===== src/rtl/seg8_4_display.sv =====
// Four-digit multiplexed 7-segment hex display driver.
// One digit is scanned per step. Digit selects and segments are active-low.
// Every output comes directly from a flop, so nothing downstream sees a glitch.
module seg8_4_display #(
  parameter int SCAN_DIV = 1
) (
  input  logic        clk,
  input  logic        rst,
  input  logic [15:0] number,
  input  logic [3:0]  dot,
  output logic [3:0]  sel,
  output logic [7:0]  seg
);

  // One extra prescaler bit keeps the counter at least 1 bit wide when SCAN_DIV=1.
  localparam int             CW      = $clog2(SCAN_DIV) + 1;
  localparam logic [CW-1:0]  CNT_MAX = CW'(SCAN_DIV - 1);
  localparam logic [CW-1:0]  CNT_ONE = CW'(1);

  logic [1:0]    idx_q, idx_d;
  logic [CW-1:0] cnt_q, cnt_d;
  logic [3:0]    sel_q, sel_d;
  logic [7:0]    seg_q, seg_d;
  logic [3:0]    nib_s;
  logic          dp_s;

  // Hex font, active-high, bit order gfedcba.
  function automatic logic [6:0] hex_font(input logic [3:0] v);
    logic [6:0] f;
    case (v)
      4'h0:    f = 7'h3F;
      4'h1:    f = 7'h06;
      4'h2:    f = 7'h5B;
      4'h3:    f = 7'h4F;
      4'h4:    f = 7'h66;
      4'h5:    f = 7'h6D;
      4'h6:    f = 7'h7D;
      4'h7:    f = 7'h07;
      4'h8:    f = 7'h7F;
      4'h9:    f = 7'h6F;
      4'hA:    f = 7'h77;
      4'hB:    f = 7'h7C;
      4'hC:    f = 7'h39;
      4'hD:    f = 7'h5E;
      4'hE:    f = 7'h79;
      4'hF:    f = 7'h71;
      default: f = 7'h00;
    endcase
    return f;
  endfunction

  // Choose the nibble, the dot and the one-hot-low select for the digit now being scanned.
  always_comb begin
    nib_s = 4'h0;
    sel_d = 4'b1111;
    case (idx_q)
      2'd0: begin nib_s = number[3:0];   sel_d = 4'b1110; end
      2'd1: begin nib_s = number[7:4];   sel_d = 4'b1101; end
      2'd2: begin nib_s = number[11:8];  sel_d = 4'b1011; end
      2'd3: begin nib_s = number[15:12]; sel_d = 4'b0111; end
      default: begin nib_s = 4'h0;       sel_d = 4'b1111; end
    endcase
    dp_s  = dot[idx_q];
    seg_d = ~{dp_s, hex_font(nib_s)};
  end

  // Prescaler: hold each digit for SCAN_DIV edges, then advance the index. The index wraps from 3 back to 0.
  always_comb begin
    cnt_d = cnt_q;
    idx_d = idx_q;
    if (cnt_q == CNT_MAX) begin
      cnt_d = '0;
      idx_d = idx_q + 2'd1;
    end else begin
      cnt_d = cnt_q + CNT_ONE;
      idx_d = idx_q;
    end
  end

  // Scan state and output registers. Reset blanks the display and restarts at digit 0.
  always_ff @(posedge clk) begin
    if (rst) begin
      idx_q <= 2'd0;
      cnt_q <= '0;
      sel_q <= 4'b1111;
      seg_q <= 8'hFF;
    end else begin
      idx_q <= idx_d;
      cnt_q <= cnt_d;
      sel_q <= sel_d;
      seg_q <= seg_d;
    end
  end

  assign sel = sel_q;
  assign seg = seg_q;

endmodule


===== config.mk =====
export PLATFORM = sky130hd
export DESIGN_NAME = seg8_4_display
export DESIGN_NICKNAME = d
export VERILOG_FILES = /design/src/rtl/seg8_4_display.sv
export SDC_FILE = /design/constraint.sdc
export NUM_CORES = 1
export LEC_CHECK = 0
export BUFFER_PORTS_ARGS = -buffer_cell sky130_fd_sc_hd__buf_2
export CAP_MARGIN = 20
export CORE_ASPECT_RATIO = 0.8
export CORE_MARGIN = 2
export CORE_UTILIZATION = 45
export CTS_CLUSTER_DIAMETER = 100
export CTS_CLUSTER_SIZE = 40
export DETAILED_ROUTE_END_ITERATION = 10
export GPL_TIMING_DRIVEN = 0
export PLACE_DENSITY = 0.77
export SYNTH_ARGS = -nofsm -noshare
export SYNTH_HDL_FRONTEND = slang
export SYNTH_SLANG_ARGS = --single-unit

===== constraint.sdc =====
create_clock -name clk -period 2.2 [get_ports clk]
set_input_delay 0.33 -clock clk [delete_from_list [all_inputs] [get_ports clk]]
set_output_delay 0.33 -clock clk [all_outputs]
set_load 0.05 [all_outputs]

* Yosys cells after proc, flatten, opt, wreduce, memory -nomap -nowiden *
Memories as Yosys holds them, arrays and structs flattened.
Cells that the tools add are included.

storage, ports and cells
  word-level logic and storage cells = 19
  register bits = 15
  input port bits = 22
  memories kept = 1
  ROM bits = 112
  output and inout bits = 12

memory list
  name              words  width  read ports  clocked after Yosys merged registers in  write ports  line  RTL
  (name not given)  16     7      1           0                                        0            30    case (v)

cells by class
  add/sub/neg operators = 2
  reductions and logical operators = 2
  bitwise gates (word level) = 2
  mux-type cells = 4
  order comparisons = 1
  eq/ne operators = 3

operators with widths
  cell                                                        number
  one-hot mux 4 bit (4 select lines)                          2
  NOT 8 bit                                                   1
  equality test 2 bit, second input constant                  2
  less-than comparator 2 x 3 -> 1 bit, second input constant  1
  adder 2 x 1 -> 2 bit, second input constant                 1
  binary-select mux 1 bit (select 2 bit)                      1
  equality test 2 x 1 -> 1 bit, second input constant         1
  zero test 2 bit                                             1
  OR reduction 2 bit                                          1
  adder 1 bit, second input constant                          1
  2-to-1 mux 1 bit                                            1
  NOT 1 bit                                                   1

* Logic depth before layout (Yosys ltp) *
Gate-level depths: netlist (run 1).
An unclocked memory read counts as a cell.

  depth after elaboration = 4
  depth in mapped cells = 10
  mapped depth without buffers = 9

* Least setup slack after synthesis (run 1) *
OpenSTA, ideal clock, no wires.

  path type = reg2reg
  start = register idx_q[0]
  end = register seg_q[5], in the netlist seg[5]
  required time = 2078 ps
  cell stages (with the launch flop) = 9
  setup time = 122 ps
  arrival = 1807 ps
  clock period less this slack = 1929 ps
  path buffers = 1
  setup slack = 271 ps
  path through = dfxtp_1 inv_1 ha_1 buf_2 nor2b_1 a21oi_2 inv_1 ha_1 a221o_1

on the way
  word-level cells in the longest chain between the ends = 4
  elaborated cells on any way between the ends = 7
  classes of those cells = eq/ne (3); mux (1); bitwise (1); reduce/logical (1); memory (1)

RTL lines
  element                                      line  RTL
  from (decl)                                  20    logic [1:0] idx_q, idx_d;
  from (signal assigned)                       88    idx_q <= idx_d;
  equality test 2 bit (tied with other cells)  56    case (idx_q)
  one-hot mux 4 bit (4 select lines) *         56
  memory (16 x 7 bit) *                        --
  NOT 8 bit *                                  64    seg_d = ~{dp_s, hex_font(nib_s)};
  to (signal assigned)                         91    seg_q <= seg_d;
  to (decl)                                    23    logic [7:0] seg_q, seg_d;

Mark *: on every way between the ends. The rest lies on a longest branch, timed or not.
A chain may end at the register's enable or synchronous reset.

* Worst setup path after layout (run 1) *
  start = register idx_q[0]
  end = register seg_q[0], in the netlist seg[0]

The elaborated chain is that of the path after synthesis.

==> results.cfg, run 1 <==
[run_status]
status = complete, no violations

[worst_setup_path]
cp-endpoint = seg[0]$_SDFF_PP1_
cp-startpoint = idx_q[0]$_SDFFE_PP0N_
arrival_ns = 2.20
ff2ff_setup_slack_ns = 0.17
crit_type = register to register
cp_data_required_time_ns = 2.37
cp_max_fo = 9
worstReg2RegStart = idx_q[0]$_SDFFE_PP0N_
cp-start-kind = register
r2r_cells = 7
cp-end-kind = register
timing.rr.end = seg[0]$_SDFF_PP1_

[synthesis]
yosys_register_bits = 15
synth_simple_gate_area_share = 0.122
synth_ff_type = dfxtp_1
syn_area_per_cell_um2 = 9.75
yosys.cell_types.count = 31
synth_fp_nets = 112
yosys_warnings = 0
synth_edf_count = 0
synthAdderAreaFrac = 0.125
synth_seq_area_share = 0.376
synth_top_family_by_area = compound AO/OA/AOI/OAI gates
synthCells = 82
synthArstFlopShare = 0
synth.mux.area_fraction = 0.0986
synth-compound-area-share = 0.219
synth_area_um2 = 800
synth_xor_area_frac = 0.0110

[drt]
finalWirelength_um = 1810
ant_nets = 0
vias = 737
dr.first_iter.drc_count = 12
first_pass_iters = 4
drcViolationCount = 0
vias_per_cell = 5.08
wire_per_inst_um = 12.5

[sta]
rsz0062_at_grt = false
fin_crit_sh = 0.922
finalHoldViolCount = 0
slew_violations = 0
whs_ns = 0.292
setup_viol = 0
finalSetupTns_ns = 0
skew_ns = 0.00504
fin_crit_ns = 2.03
achievable-frequency_mhz = 493

[placement]
gp_congestion = 0.815
dp_hpwl_um = 1400
io_buffers = 33

[floorplan]
core_area_mm2 = 0.00164
rows = 13
num_io_pins = 34
die_w_um = 51.1
fp.dieArea_mm2 = 0.00213
start_util = 0.487
dieHeight_um = 41.7

[clocking]
cts_root_buf = clkbuf_4
ctsHtreeMaxLevel = 1
ctsHoldBuffers = 0
cts_tree = yes
cts_sinks = 15
cts_buffers = 3
clk_latency_ns = 0.28
path_clk_slew_ns = 0.09
clock_path_buffers = 2

[global_route]
grt.overflow.total = 0
grt_pass1_wl_um = 2860
grt.total_usage = 0.181
antenna_found_initial = 0
grt_max_degree = 11
first_global_vias = 675

[cells_and_area]
fin_nets = 154
diodes = 0
area_growth_pct = 31.5
drive_gt1_frac = 0.407

[power_and_ir_drop]
p_leak_nw = 0.510
ir_worst_vdd_uv = 474
powerDensity_mw_per_mm2 = 806

[hold_path]
hold_class = primary input to register

[flow_run]
drv_cap = 0
[layer usage]
metal,GRT usage,part of all wire,vias up
met5,0,0,-
li1,-,-,373
met1,0.225,0.48,338
met3,0.0827,0.069,4
met2,0.275,0.44,22
met4,0.0649,0.013,0
[synthesized netlist by cell type, drive strengths merged, types with 2 or more instances]
cell type / number / area [um2]
inv: 7 / 26.3
mux2i: 3 / 30.0
mux2: 2 / 26.3
o21ai: 3 / 15.0
nand2: 3 / 11.3
a222oi: 2 / 20.0
ha: 8 / 100
a22oi: 2 / 15.0
a21oi: 6 / 37.5
nor2b: 2 / 12.5
o31ai: 2 / 15.0
nand2b: 5 / 31.3
dfxtp: 15 / 300
nor2: 7 / 26.3
a221o: 2 / 20.0
[cells in the final DEF (no fill, tap or decap)]
cell and instances:
ha_1 8, o21ai_0 2, and2_1 1, nand3_2 1, mux2_4 1, clkbuf_4 3
nand2b_1 5, o31ai_1 2, a221o_1 2, a211oi_1 1, a21o_1 1, nor2b_1 2
a211o_1 1, clkinv_2 1, a221oi_2 1, dfxtp_1 14, inv_1 7, nor2_1 7
o21ai_1 1, mux4_2 1, buf_2 34, a21oi_1 4, o211ai_1 1, buf_4 4
a31oi_1 1, a22oi_1 2, conb_1 1, nand2_1 3, clkbuf_1 1, mux2_2 1
dfxtp_2 1, a222oi_1 2, mux2i_1 3, xor2_1 1, a21oi_2 2
[sequential cells by signal, indices dropped and copies added, names as in the netlist]
name	count
sel	4
idx_q	2
seg	8
cnt_q	1
[critical path, stage by stage, from the launching register on]
cell and delay [ns]:
dfxtp_2 0.40, inv_1 0.08, ha_1 0.27, a222oi_1 0.39, mux2_2 0.34, nor2_1 0.11
a221oi_2 0.22, o31ai_1 0.10
[cells by family after synthesis]
logic type	after synthesis
AO/OA/AOI/OAI	23
AND/OR/NAND/NOR	19
flip-flops	15
buffers and inverters	9
adder cells (fa/ha/maj)	8
multiplexers	6
other	1
XOR/XNOR	1
[where the power goes]
part           total, mW  switching (mW)  internal [mW]
clock network      0.155          0.0878         0.0676
logic              0.373           0.241          0.132
registers          0.318          0.0126          0.306
[cell type report]
class,count,area [um2]
fillers,135,592
plain buffers,2,8.76
well taps,22,27.5
clock buffers,3,22.5
multi-input cells,58,464
inverters,7,26.3
repair buffers,37,195
clock inverters,1,5.00
flip-flops and latches,15,302
[stage by stage]
stage                     setup slack (ns)  std cells  total power, mW   util  instance area [um2]
after floorplan                      0.271         82            0.593      -                  800
after global placement               0.110        137            0.665  0.604                  992
after detailed placement            0.0539        137            0.673  0.604                  992
after CTS                           0.0350        141            0.830  0.621                 1020
after global routing                0.0485        145            0.899  0.640                 1050
final                                0.171        145            0.847  0.640                 1050
[timing repair]
action                                  4_1_cts  5_1_grt
resized for setup                             0        1
setup buffers                                 0        4
endpoints found under the setup margin        0        6
[worst min path at each step]
stage / startpoint / end / slack, ns / cells after the start
3_3_place_gp: cnt_q$_SDFF_PP0_ / idx_q[0]$_SDFFE_PP0N_ / 0.52 / 2
2_1_floorplan: rst / sel[0]$_SDFF_PP1_ / 0.43 / 1
6_report: rst / sel[0]$_SDFF_PP1_ / 0.29 / 2
3_5_place_dp: cnt_q$_SDFF_PP0_ / idx_q[0]$_SDFFE_PP0N_ / 0.53 / 2
4_1_cts: rst / sel[0]$_SDFF_PP1_ / 0.29 / 2
5_1_grt: rst / sel[0]$_SDFF_PP1_ / 0.30 / 2
No activity file was read; power rests on OpenSTA's default activity.
==> inputs of run 2 (changes only) <==
--- a/config.mk
+++ b/config.mk
@@ -14,7 +14,9 @@
 export CTS_CLUSTER_SIZE = 40
 export DETAILED_ROUTE_END_ITERATION = 10
 export GPL_TIMING_DRIVEN = 0
+export MAX_ROUTING_LAYER = met4
 export PLACE_DENSITY = 0.77
+export SKIP_CTS_REPAIR_TIMING = 1
 export SYNTH_ARGS = -nofsm -noshare
 export SYNTH_HDL_FRONTEND = slang
 export SYNTH_SLANG_ARGS = --single-unit
==> run 2 against run 1 <==
Register-to-register slack about the same. First-iteration DRC count unchanged. Non-clock buffer count unchanged. Fmax hardly changed. Power about the same. Utilization unchanged. Via count is the same. Clock skew down 0.00058 ns. Final area is the same.
==> results.cfg, run 2 (same netlist as run 1, synthesis figures left out) <==
[global_route]
grt.total_usage = 0.187
first_global_vias = 676
grt_max_degree = 11
grt.overflow.total = 0
grt_pass1_wl_um = 2860
antenna_found_initial = 0

[drt]
vias_per_cell = 5.08
first_pass_iters = 4
drcViolationCount = 0
finalWirelength_um = 1820
dr.first_iter.drc_count = 12
vias = 737
ant_nets = 0
wire_per_inst_um = 12.5

[clocking]
clk_latency_ns = 0.28
ctsHtreeMaxLevel = 1
cts_sinks = 15
path_clk_slew_ns = 0.09
cts_root_buf = clkbuf_4
cts_tree = yes
clock_path_buffers = 2
cts_buffers = 3

[hold_path]
hold_class = primary input to register

[sta]
achievable-frequency_mhz = 493
rsz0062_at_grt = false
slew_violations = 0
whs_ns = 0.292
fin_crit_ns = 2.03
fin_crit_sh = 0.922
setup_viol = 0
skew_ns = 0.00446
finalHoldViolCount = 0
finalSetupTns_ns = 0

[worst_setup_path]
arrival_ns = 2.20
ff2ff_setup_slack_ns = 0.17
crit_type = register to register
cp_num_buf_inv = 1
critPathTopFamily = compound AO/OA/AOI/OAI gates
cp-end-kind = register
cp_data_required_time_ns = 2.37
path_cells = inv_1 > ha_1 > a222oi_1 > mux2_2 > nor2_1 > a221oi_2 > o31ai_1
slowest_delay_ns = 0.40
cp_max_fo = 9
crit_path_top_delay_cell = dfxtp_2
cp-start-kind = register

[cells_and_area]
fin_nets = 154
fillCellCount = 135
area_growth_pct = 31.5
regArea_um2 = 302
diodes = 0
final_common_cell = buf_2
drive_gt1_frac = 0.407
largest_reg_flops = 8
final_cell_mix = 34 x buf_2, 14 x dfxtp_1, 8 x ha_1, 7 x inv_1, 7 x nor2_1
multiInputGateArea_um2 = 464

[floorplan]
num_io_pins = 34
rows = 13
fp.dieArea_mm2 = 0.00213
die_w_um = 51.1
core_area_mm2 = 0.00164
dieHeight_um = 41.7
start_util = 0.487

[power_and_ir_drop]
ir_worst_vdd_uv = 474
p_leak_nw = 0.510
powerDensity_mw_per_mm2 = 806

[placement]
io_buffers = 33
gp_congestion = 0.827
dp_hpwl_um = 1400

[flow_run]
drv_cap = 0

[run_status]
status = complete, no violations
[run 2: cell counts in the layout (fill, tap and decap cells not counted)]
No cell type changed its count.
[run 2: path summary, 6_finish.rpt]
path | start | endpoint | depth (start not counted)
worst min-delay path | rst | sel[0]$_SDFF_PP1_ | 2
worst max-delay path | idx_q[0]$_SDFFE_PP0N_ | seg[0]$_SDFF_PP1_ | 7
worst min register to register | cnt_q$_SDFF_PP0_ | idx_q[0]$_SDFFE_PP0N_ | 2
worst max register to register | idx_q[0]$_SDFFE_PP0N_ | seg[0]$_SDFF_PP1_ | 7
[run 2: power by group]
group / switching, mW / leakage [nW] / internal (mW) / total [mW]
clock network: 0.0882 / 0.0177 / 0.0676 / 0.156
logic: 0.241 / 0.367 / 0.132 / 0.373
registers: 0.0126 / 0.125 / 0.306 / 0.318
[run 2: area by class of cell]
class	instances	area share
multi-input combinational	58	0.442
sequential	15	0.287
timing repair buffer	37	0.186
tap	22	0.0262
inverter	7	0.0250
clock buffer	3	0.0214
buffer	2	0.00833
clock inverter	1	0.00476
[run 2: worst register-to-register path: cells and delay by family, from the launching register on]
| kind | cells | cell delay, ns |
|---|---|---|
| compound gates | 3 | 0.72 |
| fa+ha+maj | 1 | 0.27 |
| buf+inv | 1 | 0.08 |
| flops | 1 | 0.40 |
| mux | 1 | 0.34 |
| simple gates | 1 | 0.11 |
[run 2: metrics by stage]
| step | utilization | cell area, um2 | std cells | total power [mW] | setup WS (ns) |
|---|---|---|---|---|---|
| detailed placement | 0.604 | 992 | 137 | 0.673 | 0.0539 |
| CTS | 0.621 | 1020 | 141 | 0.830 | 0.0350 |
| global placement | 0.604 | 992 | 137 | 0.665 | 0.110 |
| floorplan | - | 800 | 82 | 0.593 | 0.271 |
| global route | 0.640 | 1050 | 145 | 0.899 | 0.0485 |
| finish | 0.640 | 1050 | 145 | 0.847 | 0.171 |
[run 2: per-layer routing]
metal	global-route usage	vias up	part of all wire
li1	-	373	-
met1	0.230	338	0.49
met2	0.275	22	0.44
met3	0.0755	4	0.062
met4	0.0649	0	0.013
met5	-	-	0
